**config.mk**
```make
export PLATFORM = sky130hd
export DESIGN_NAME = gs_iter_ctrl
export DESIGN_NICKNAME = d
export VERILOG_FILES = /design/src/rtl/gs_pkg.sv /design/src/rtl/gs_seed_rom.sv /design/src/rtl/gs_iter_ctrl.sv
export SDC_FILE = /design/constraint.sdc
export NUM_CORES = 1
export LEC_CHECK = 0
export ABC_AREA = 1
export BUFFER_PORTS_ARGS = -buffer_cell sky130_fd_sc_hd__buf_2
export CAP_MARGIN = 30
export CORE_UTILIZATION = 45
export CTS_BUF_LIST = sky130_fd_sc_hd__clkbuf_8
export DETAILED_ROUTE_END_ITERATION = 6
export GPL_TIMING_DRIVEN = 0
export PLACE_DENSITY = 0.9
export REMOVE_ABC_BUFFERS = 1
export SYNTH_ARGS = -nofsm -noshare
export SYNTH_HDL_FRONTEND = slang
export SYNTH_SLANG_ARGS = --single-unit
export TNS_END_PERCENT = 30
```
**constraint.sdc**
```tcl
create_clock -name clk -period 1.65 [get_ports clk]
set_clock_uncertainty 0.2 [all_clocks]
set_input_delay 0.33 -clock clk [delete_from_list [all_inputs] [get_ports clk]]
set_output_delay 0.33 -clock clk [all_outputs]
set_load 0.005 [all_outputs]
```
**src/rtl/gs_pkg.sv**
```systemverilog
// rtl/gs_pkg.sv - shared constants and types for the Goldschmidt iteration controller
//
// Purpose: mini-float field slices, special codes, convergence codes and the
// controller state enum used by gs_iter_ctrl and gs_seed_rom.
// Ports: none (package).
package gs_pkg;

  // Mini-float layout: [7] sign, [6:3] exponent (bias 7), [2:0] fraction, hidden 1
  localparam int SIGN_BIT = 7;
  localparam int EXP_MSB  = 6;
  localparam int EXP_LSB  = 3;
  localparam int FRAC_MSB = 2;
  localparam int FRAC_LSB = 0;
  localparam int EXP_BIAS = 7;

  localparam logic [7:0] MF_ZERO   = 8'h00;
  localparam logic [6:0] MF_MAXMAG = 7'h7F;

  // Scaled-divisor codes close enough to 1.0 to stop iterating
  localparam logic [7:0] CONV_C0 = 8'h38;
  localparam logic [7:0] CONV_C1 = 8'h37;
  localparam logic [7:0] CONV_C2 = 8'h36;
  localparam logic [7:0] CONV_C3 = 8'h34;

  typedef enum logic [1:0] {
    IDLE = 2'd0,
    ITER = 2'd1,
    DONE = 2'd2
  } state_t;

  function automatic logic is_conv_code(input logic [7:0] c);
    return (c == CONV_C0) || (c == CONV_C1) || (c == CONV_C2) || (c == CONV_C3);
  endfunction

endpackage

```
**src/rtl/gs_seed_rom.sv**
```systemverilog
// rtl/gs_seed_rom.sv - divisor exponent to reciprocal seed exponent lookup
//
// Purpose: combinational seed table for the first Goldschmidt multiplier.
// Ports:
//   i_exp  - divisor exponent field (4 bits)
//   o_seed - seed exponent for xi, 0 when the exponent is outside the table
module gs_seed_rom (
  input  logic [3:0] i_exp,
  output logic [3:0] o_seed
);

  always_comb begin
    o_seed = 4'd0;
    case (i_exp)
      4'd4:    o_seed = 4'd10;
      4'd5:    o_seed = 4'd9;
      4'd6:    o_seed = 4'd8;
      4'd7:    o_seed = 4'd7;
      4'd8:    o_seed = 4'd6;
      4'd9:    o_seed = 4'd5;
      4'd10:   o_seed = 4'd4;
      default: o_seed = 4'd0;
    endcase
  end

endmodule

```
**src/rtl/gs_iter_ctrl.sv**
```systemverilog
// rtl/gs_iter_ctrl.sv - sequential controller for the single-step Goldschmidt divider stage
//
// Purpose: accepts a mini-float dividend/divisor pair, screens zero divisor,
// zero dividend and out-of-table divisor exponents, seeds xi from gs_seed_rom,
// then steps the external combinational stage once per clock until the scaled
// divisor converges or MAX_ITER steps are used, and returns the quotient.
// Optional feature macro: GS_EARLY_EXIT_EN (defined: convergence test enabled;
// undefined: always MAX_ITER steps).
// Ports:
//   clk, rst                     - clock, asynchronous active-high reset
//   in_valid/in_ready/in_a/in_b  - operand handshake
//   stage_a/stage_b/stage_xi     - operands driven to the divider stage
//   stage_c/stage_d/stage_xinew  - divider stage outputs Di, Ni, next xi
//   out_valid/out_ready          - result handshake
//   q, dbz, err, iters           - quotient, divide-by-zero, seed error, steps used
module gs_iter_ctrl
  import gs_pkg::*;
#(
  parameter int MAX_ITER = 3,
  parameter int ITER_W   = 3
) (
  input  logic              clk,
  input  logic              rst,
  input  logic              in_valid,
  output logic              in_ready,
  input  logic [7:0]        in_a,
  input  logic [7:0]        in_b,
  output logic [7:0]        stage_a,
  output logic [7:0]        stage_b,
  output logic [7:0]        stage_xi,
  input  logic [7:0]        stage_c,
  input  logic [7:0]        stage_d,
  input  logic [7:0]        stage_xinew,
  output logic              out_valid,
  input  logic              out_ready,
  output logic [7:0]        q,
  output logic              dbz,
  output logic              err,
  output logic [ITER_W-1:0] iters
);

  generate
    if (MAX_ITER < 1 || MAX_ITER >= (1 << ITER_W)) begin : g_bad_cfg
      $error("gs_iter_ctrl: MAX_ITER must be in 1..2**ITER_W-1");
    end
  endgenerate

`ifdef GS_EARLY_EXIT_EN
  localparam logic EARLY_EXIT = 1'b1;
`else
  localparam logic EARLY_EXIT = 1'b0;
`endif

  state_t            r_state;
  state_t            w_next;
  logic [ITER_W-1:0] r_cnt;
  logic [7:0]        r_a;
  logic [7:0]        r_b;
  logic [7:0]        r_xi;
  logic [7:0]        r_q;
  logic              r_dbz;
  logic              r_err;
  logic [ITER_W-1:0] r_iters;

  logic [3:0]        w_seed;
  logic              w_b_zero;
  logic              w_a_zero;
  logic              w_special;
  logic              w_conv;
  logic              w_last;
  logic              w_stop;

  gs_seed_rom u_seed_rom (
    .i_exp  (in_b[EXP_MSB:EXP_LSB]),
    .o_seed (w_seed)
  );

  assign w_b_zero  = (in_b == MF_ZERO);
  assign w_a_zero  = (in_a == MF_ZERO);
  assign w_special = w_b_zero || w_a_zero || (w_seed == 4'd0);
  // A zero next-xi means the stage has nothing left to refine
  assign w_conv    = EARLY_EXIT && (is_conv_code(stage_c) || (stage_xinew == MF_ZERO));
  assign w_last    = (r_cnt == ITER_W'(MAX_ITER));
  assign w_stop    = w_conv || w_last;

  // State register
  always_ff @(posedge clk or posedge rst) begin
    if (rst) begin
      r_state <= IDLE;
    end else begin
      r_state <= w_next;
    end
  end

  // Next-state logic
  always_comb begin
    w_next = r_state;
    case (r_state)
      IDLE:    if (in_valid) w_next = w_special ? DONE : ITER;
      ITER:    if (w_stop) w_next = DONE;
      DONE:    if (out_ready) w_next = IDLE;
      default: w_next = IDLE;
    endcase
  end

  // Outputs
  always_comb begin
    in_ready  = (r_state == IDLE);
    out_valid = (r_state == DONE);
  end

  // Datapath registers
  always_ff @(posedge clk or posedge rst) begin
    if (rst) begin
      r_cnt   <= '0;
      r_a     <= MF_ZERO;
      r_b     <= MF_ZERO;
      r_xi    <= MF_ZERO;
      r_q     <= MF_ZERO;
      r_dbz   <= 1'b0;
      r_err   <= 1'b0;
      r_iters <= '0;
    end else begin
      case (r_state)
        IDLE: begin
          if (in_valid) begin
            r_a <= in_a;
            r_b <= in_b;
            // Zero divisor wins over zero dividend
            if (w_b_zero) begin
              r_q     <= {in_a[SIGN_BIT] ^ in_b[SIGN_BIT], MF_MAXMAG};
              r_dbz   <= 1'b1;
              r_iters <= '0;
            end else if (w_a_zero) begin
              r_q     <= MF_ZERO;
              r_iters <= '0;
            end else if (w_seed == 4'd0) begin
              r_q     <= MF_ZERO;
              r_err   <= 1'b1;
              r_iters <= '0;
            end else begin
              r_xi  <= {1'b0, w_seed, 3'b000};
              r_cnt <= ITER_W'(1);
            end
          end
        end
        ITER: begin
          r_q     <= stage_d;
          r_iters <= r_cnt;
          if (!w_stop) begin
            r_xi  <= stage_xinew;
            r_cnt <= r_cnt + 1'b1;
          end
        end
        DONE: begin
          if (out_ready) begin
            r_dbz <= 1'b0;
            r_err <= 1'b0;
          end
        end
        default: ;
      endcase
    end
  end

  assign stage_a  = r_a;
  assign stage_b  = r_b;
  assign stage_xi = r_xi;
  assign q        = r_q;
  assign dbz      = r_dbz;
  assign err      = r_err;
  assign iters    = r_iters;

endmodule

```
==> results.txt, run 1 <==
The synthesized area per cell came out at 7.66 µm². CTS placed an instance of sky130_fd_sc_hd__clkbuf_8 at the clock tree root. The count of routing violations after the opening detailed-route iteration came out at 86. The filler-free cell count of the finished design came out at 398. The worst-case setup slack after placement came out at -0.720 ns. The final count of negative-setup-slack endpoints is 0. Buffers placed on the I/O ports in this run total 74. The via count of the first global-routing pass came out at 1,777.

The clock transition at the registers of the reported paths is 0.07 ns. The routed layout has 1,970 vias. The post-layout minimum cycle time is 1.65 ns. The post-synthesis cell count came out at 262. Entering global routing, the biggest net connects 43 pins.

The overall power after layout came out at 4.56 mW. At the worst endpoint, the required time is 1.12 ns. The core utilization of the finished layout came out at 65.8%. The DRC violation count after routing came out at 0. The number of clock buffers inserted by TritonCTS came out at 5. The H-tree depth is 2. The effective utilization at floorplan came out at 48.5%. The signal on the critical path passes through nor2_4 -> buf_2. The number of clock sinks seen by CTS is 42. By area the synthesized netlist is led by sky130_fd_sc_hd__dfrtp_1 52%, sky130_fd_sc_hd__nand2_1 26%, sky130_fd_sc_hd__nand3_1 3.2%, sky130_fd_sc_hd__nor2_1 2.2%, sky130_fd_sc_hd__inv_1 2.1%. TritonCTS built the clock tree. Across the run, the number of max-cap violations was 0. The leakage dissipation is 1.59 nW. The final antenna-violating net count is 0. The final layout net count is 395. The number of slew-limit violations in the final report came out at 0. The setup path with the least slack is of type register to output pin.

The total grt overflow came out at 0. The worst setup path is captured at an output pin. The I/O pin count came out at 83. The multi-input logic area came out at 967 µm².

The area after detailed placement is 0.00239 mm². The area taken by flip-flops and latches is 0.00105 mm². The area of the core is 0.00414 mm². The weighted congestion reported at the end of routability-driven placement is 0.760.

Global routing used 22.2% of the available tracks. The instance count after placement with tap cells included is 377. The row count is 23. The number of hold-slack violations in the final timing report is 0.

The fraction of layout instances using a drive strength above 1 is 35.3%. The setup slack of the worst register-to-register path is 0.02 ns. The post-cts hold buffer count came out at 0. The Yosys warning count came out at 0. The tightest hold margin is 0.0109 ns.

The cell taking the most area after synthesis is sky130_fd_sc_hd__dfrtp_1. The number of antenna violations at the first check in global routing is 0. The width of the chip came out at 68.8 µm. The count of unique library cells instantiated by Yosys is 18.

The wire length reported by the detailed router came out at 5070 µm. The arrival time of the worst setup path came out at 1.12 ns. The worst supply voltage drop on vdd is 0.000780 V.

The wire length of the first global-routing pass came out at 7690 µm. The diode insertion count for antenna repair came out at 0. The sum of net half-perimeters after detailed placement is 3210 µm. Setup repair after global routing could not meet its margin everywhere.

The worst setup path is launched from a register. At the pin with the least slew margin, the transition time is 0.876 ns. The area enclosed by the die boundary came out at 0.00473 mm². The layout filler cell count is 366.

Dividing the final minimum period by the clock period gives 99.9%. Measured along the y axis, the die boundary spans 68.8 µm. The power per cell area came out at 1670 mW/mm².

The peak per-stage delay on the critical path came out at 0.45 ns. The flow ran to the end, and the final reports show no timing, DRC or antenna violations. After synthesis, flip-flops and latches occupy 52.3% of the total area. The post-route cell area is 0.00273 mm².

The synthesis-stage register bit count came out at 42. In this run the worst hold path is classified as primary input to async pin. The post-synthesis instance area came out at 0.00201 mm². The area fraction of the dominant cell type after synthesis is 52.3%. The cell at the slowest stage of the critical path is sky130_fd_sc_hd__dfrtp_2. The average wire per standard cell came out at 12.7 µm. The accumulated negative setup slack is 0 ns. Clock latency on the worst-skew pair, taken at its later pin, is 0.29 ns. Static timing analysis puts the maximum clock frequency at 607 MHz. The top fanout value on the critical path came out at 5.

The worst-case headroom to the max-slew limit is 41.5%. The final worst slack is 0.00195 ns. The maximum clock path buffer count came out at 2. The routed via count divided by cell count came out at 4.95. The layout overhead on the synthesized area is 35.8%. The detailed-router iteration count before antenna repair is 4.
==> where the power goes <==
part / switching, mW / internal (mW) / total, mW
clock network: 0.334 / 0.323 / 0.656
logic: 1.24 / 0.966 / 2.21
registers: 0.252 / 1.45 / 1.70
total: 1.83 / 2.74 / 4.56
==> registers in the layout, summed over array words and instances, names as in the netlist <==
register	cells
stage_xi	8
dbz	1
iters	3
q	8
r_state	2
stage_b	8
stage_a	8
r_cnt	3
err	1
==> placed cells by master (no fill, tap or decap), types with 6 or more instances in the layout <==
cell type                    n
sky130_fd_sc_hd__nand3_1    12
sky130_fd_sc_hd__buf_2      74
sky130_fd_sc_hd__inv_1      10
sky130_fd_sc_hd__buf_4       8
sky130_fd_sc_hd__nor2_1     12
sky130_fd_sc_hd__clkbuf_8    6
sky130_fd_sc_hd__o21ai_1     8
sky130_fd_sc_hd__dfrtp_1    40
sky130_fd_sc_hd__nand2_1   126
sky130_fd_sc_hd__nand2_2     8
==> logic make-up (layout without fill, tap and decap cells) <==
logic type / Yosys count / count (layout) / share of synthesized area (%)
compound gates: 15 / 15 / 3.74
xor+xnor: 1 / 1 / 0.436
fa+ha+maj: 2 / 2 / 1.25
buf+inv: 26 / 109 / 5.86
flops: 42 / 42 / 52.3
simple gates: 176 / 179 / 36.4
==> critical path, delay by kind of cell, from the launching register on <==
kind	cells	cell delay [ns]
buffers and inverters	1	0.15
flip-flops	1	0.45
AND/OR/NAND/NOR	1	0.22
==> final cells by class <==
| type | count | area share (%) |
|---|---|---|
| Clock buffer | 6 | 3.03 |
| Inverter | 17 | 2.52 |
| Multi-Input combinational cell | 197 | 35.5 |
| Sequential cell | 42 | 38.6 |
| Tap cell | 50 | 2.29 |
| Timing Repair Buffer | 86 | 18.1 |
==> cells in the mapped netlist <==
| master | n |
|---|---|
| sky130_fd_sc_hd__inv_1 | 11 |
| sky130_fd_sc_hd__nand4_1 | 3 |
| sky130_fd_sc_hd__ha_1 | 2 |
| sky130_fd_sc_hd__a21oi_1 | 4 |
| sky130_fd_sc_hd__xnor2_1 | 1 |
| sky130_fd_sc_hd__inv_2 | 6 |
| sky130_fd_sc_hd__buf_6 | 1 |
| sky130_fd_sc_hd__nand3_1 | 13 |
| sky130_fd_sc_hd__nand2_1 | 138 |
| sky130_fd_sc_hd__buf_2 | 7 |
| sky130_fd_sc_hd__nand3b_1 | 5 |
| sky130_fd_sc_hd__nor2_4 | 3 |
| sky130_fd_sc_hd__buf_4 | 1 |
| sky130_fd_sc_hd__nand2_2 | 2 |
| sky130_fd_sc_hd__nor2_1 | 12 |
| sky130_fd_sc_hd__o21ai_1 | 8 |
| sky130_fd_sc_hd__o21ai_0 | 3 |
| sky130_fd_sc_hd__dfrtp_1 | 42 |
==> layer usage <==
layer	wire length (µm)	GRT usage, %	part of all wire (%)
met1	2360	26.3	47
met4	59	6.12	1.2
met5	0	0	0
met3	248	5.43	4.9
met2	2400	39.7	47
==> timing repair <==
item                                    in CTS  in global routing
pin swaps                                    2                 12
gates cloned                                 1                  2
resized for setup                           11                 19
buffers inserted                             5                  7
endpoints found under the setup margin      41                 20
==> worst paths after layout <==
kind | start | endpoint | cells past startpoint
max | r_state[0]$_DFFE_PP0P_ | in_ready | 2
min | rst | stage_b[4]$_DFFE_PP0P_ | 2
max reg2reg | r_state[1]$_DFFE_PP0P_ | r_cnt[1]$_DFFE_PP0P_ | 9
min reg2reg | iters[0]$_DFFE_PP0P_ | iters[0]$_DFFE_PP0P_ | 2
max in group asynchronous | rst | r_state[1]$_DFFE_PP0P_ | 2
min in group clk | in_a[5] | stage_a[5]$_DFFE_PP0P_ | 3
(Power assumes the default switching activity.)
==> inputs of run 2 (changes only) <==
--- a/config.mk
+++ b/config.mk
@@ -12,7 +12,7 @@
 export CTS_BUF_LIST = sky130_fd_sc_hd__clkbuf_8
 export DETAILED_ROUTE_END_ITERATION = 6
 export GPL_TIMING_DRIVEN = 0
-export PLACE_DENSITY = 0.9
+export PLACE_DENSITY = 0.79
 export REMOVE_ABC_BUFFERS = 1
 export SYNTH_ARGS = -nofsm -noshare
 export SYNTH_HDL_FRONTEND = slang
==> run 2 against run 1 <==
Compared with the run above: the flow now finishes with violations (hold timing); maximum frequency rose by 3.2%; critical path depth stayed put; power shrank 2.5%; sequential power about the same; flip-flop and latch count stayed put; die area is the same; final cell count shrank 0.25%; final area is 1.3% lower; via count is 1.7% lower; clock power is 3% higher; largest cell class unchanged; highest routed layer unchanged.
==> results.txt, run 2 (synthesis results as in run 1) <==
The fraction of layout instances using a drive strength above 1 came out at 34.0% (-1.3 points). The total buffers and inverters traversed by the critical path is 1 (unchanged). The via count of the first global-routing pass came out at 1,724 (-3.0%). The number of buffer cells added on primary ports is 74 (unchanged). The die outline height came out at 68.8 µm (unchanged). The number of antenna violations at the first check in global routing came out at 0 (unchanged). The final layout net count is 392 (-0.76%).

The final worst slack came to 0.0532 ns (+0.0512 ns). The number of hold-slack violations in the final timing report came to 10 (+10). The final antenna-violating net count is 0 (unchanged). The number of max-capacitance violations reported is 0 (unchanged). The area enclosed by the die boundary is 0.00473 mm² (unchanged).

The routed via count divided by cell count came to 4.88 (-1.5%). The worst-case headroom to the max-slew limit came out at 42.5% (+0.99 points). The tightest hold margin is -0.0106 ns (-0.0215 ns). The launching element type of the critical path is a register.

The average wire per standard cell is 12.0 µm (-5.9%). The library cell used most frequently in the layout, excluding fill and tap cells, is sky130_fd_sc_hd__nand2_1. The worst supply voltage drop on vdd is 0.000726 V (-7.0%). The effective utilization at floorplan came out at 48.5% (unchanged). The critical path capture point type is an output pin. The peak per-stage delay on the critical path came to 0.45 ns (about the same). In the layout the commonest cells are 130 x sky130_fd_sc_hd__nand2_1, 74 x sky130_fd_sc_hd__buf_2, 40 x sky130_fd_sc_hd__dfrtp_1. The total global-route track usage is 22.3% (+0.15 points). The worst hold path belongs to the class primary input to async pin. The share of the clock period used by the worst path after layout is 96.8% (-3.1 points). The area growth from synthesis to layout is 34.0%. The cell at the slowest stage of the critical path is sky130_fd_sc_hd__dfrtp_2. The width of the chip came out at 68.8 µm (unchanged). The core utilization of the finished layout is 64.9% (-0.88 points). The I/O pin count came out at 83 (unchanged). The most critical setup path has its startpoint at r_state[0]$_DFFE_PP0P_. The largest net degree at the start of global routing came to 43 (unchanged).

The worst-case setup slack after placement is -0.721 ns (-0.000909 ns). The setup slack of the worst register-to-register path came out at 0.06 ns (+0.04 ns). The maximum clock rate came out at 626 MHz (+3.2%). The run finished, with violations left. The detailed-router iteration count before antenna repair came out at 4 (unchanged).

Walking the worst path, the cells encountered are nor2_4 -> buf_2. The number of slew-limit violations in the final report is 0 (unchanged). The wire length of the first global-routing pass is 7690 µm (about the same). The final count of negative-setup-slack endpoints came out at 0 (unchanged).

The clock tree from TritonCTS is built. The top fanout value on the critical path was 4 (-1). Setup repair after global routing could not meet its margin everywhere. The post-layout minimum cycle time was 1.60 ns (-0.0512 ns).

The area of the core is 0.00414 mm² (unchanged). The wire length reported by the detailed router came out at 4760 µm (-6.1%). The diode insertion count for antenna repair came out at 0 (unchanged).

The worst flop-to-flop path startpoint is r_cnt[1]$_DFFE_PP0P_. The number of clock buffers inserted by TritonCTS is 5 (unchanged). The path depth of the worst reg2reg path is 8 (-1).

The number of clock sinks seen by CTS was 42 (unchanged). In this design, the largest share of critical-path delay is due to flip-flops. The vias after detailed routing is 1,936 (-1.7%). The maximum clock path buffer count came out at 2 (unchanged).

The DRC violation count after routing came to 0 (unchanged). The critical path data required time was 1.12 ns (about the same). The H-tree depth came to 2 (unchanged). The total grt overflow came out at 0 (unchanged). The final reports fail on hold timing. The endpoint of the lowest-slack register-to-register path is stage_xi[6]$_DFFE_PP0P_. The overall power after layout came out at 4.45 mW (-2.5%).

The weighted congestion reported at the end of routability-driven placement was 0.757 (-0.36%). The pin slew with the least headroom to its limit is 0.861 ns (-0.0149 ns). The root cell of the clock tree is sky130_fd_sc_hd__clkbuf_8. The clock transition at the registers of the reported paths is 0.08 ns (about the same).

The leakage dissipation came to 1.57 nW (-1.5%). The count of routing violations after the opening detailed-route iteration came out at 80 (-7.0%). The power per cell area came out at 1650 mW/mm² (-1.2%).

The sum of net half-perimeters after detailed placement is 3170 µm (-1.4%). The insertion delay to the later sink of the worst-skew pair is 0.30 ns (about the same). The arrival time of the worst setup path came out at 1.07 ns (-0.05 ns). The row count came to 23 (unchanged). The start-to-end type of the worst setup path is register to output pin.
## run 2: how the worst max path moves through the flow
stage / endpoint / slack, ns / cells past startpoint
finish: in_ready / 0.05 / 2
global route: stage_xi[6]$_DFFE_PP0P_ / -0.01 / 9
CTS: stage_xi[0]$_DFFE_PP0P_ / 0.008 / 8
detailed placement: stage_xi[0]$_DFFE_PP0P_ / -0.72 / 6
global placement: stage_xi[2]$_DFFE_PP0P_ / -0.65 / 6
floorplan: r_cnt[1]$_DFFE_PP0P_ / -0.25 / 6
## run 2: metal layers
layer  vias up  part of all wire [%]  global-route usage, %
met5         -                     0                      0
met4         0                   1.2                   8.16
met3         6                   5.8                   6.25
met2        55                    49                   37.4
met1       895                    44                   27.4
li1        980                     -                      -
## run 2: what timing repair did
action | in CTS | in global routing
endpoints found under the setup margin | 41 | 20
hold endpoints to repair | 0 | 0
pin swaps | 2 | 5
hold buffers | 0 | 0
gates resized for setup | 10 | 16
buffers inserted | 6 | 3
cloned | 1 | 2
## run 2: stage by stage
step | cells | TNS (ns) | hold WS, ns | cell area [µm²]
after floorplan | 253 | -2.97 | 0.240 | 1950
after global placement | 377 | -31.51 | 0.254 | 2390
after detailed placement | 377 | -15.42 | 0.253 | 2390
after CTS | 392 | 0 | 0.0281 | 2590
after global routing | 397 | -0.0346 | 0.0478 | 2690
final | 397 | 0 | -0.0106 | 2690
## run 2: cell type report
type,instances,area (µm²)
Sequential cell,42,1050
Clock buffer,5,68.8
Timing Repair Buffer,83,454
Tap cell,50,62.6
Clock inverter,3,21.3
Multi-Input combinational cell,197,960
Fill cell,394,1450
Inverter,17,71.3
## run 2: power by group
part           switching, mW  internal [mW]
logic                   1.18          0.899
clock network          0.376          0.297
registers              0.244           1.45
## run 2: worst register-to-register path: cells and delay by family (launching register included)
| family | cells | cell delay, ns |
|---|---|---|
| adder cells (fa/ha/maj) | 2 | 0.39 |
| AND/OR/NAND/NOR | 5 | 0.42 |
| flip-flops | 1 | 0.41 |
| buffers and inverters | 1 | 0.07 |
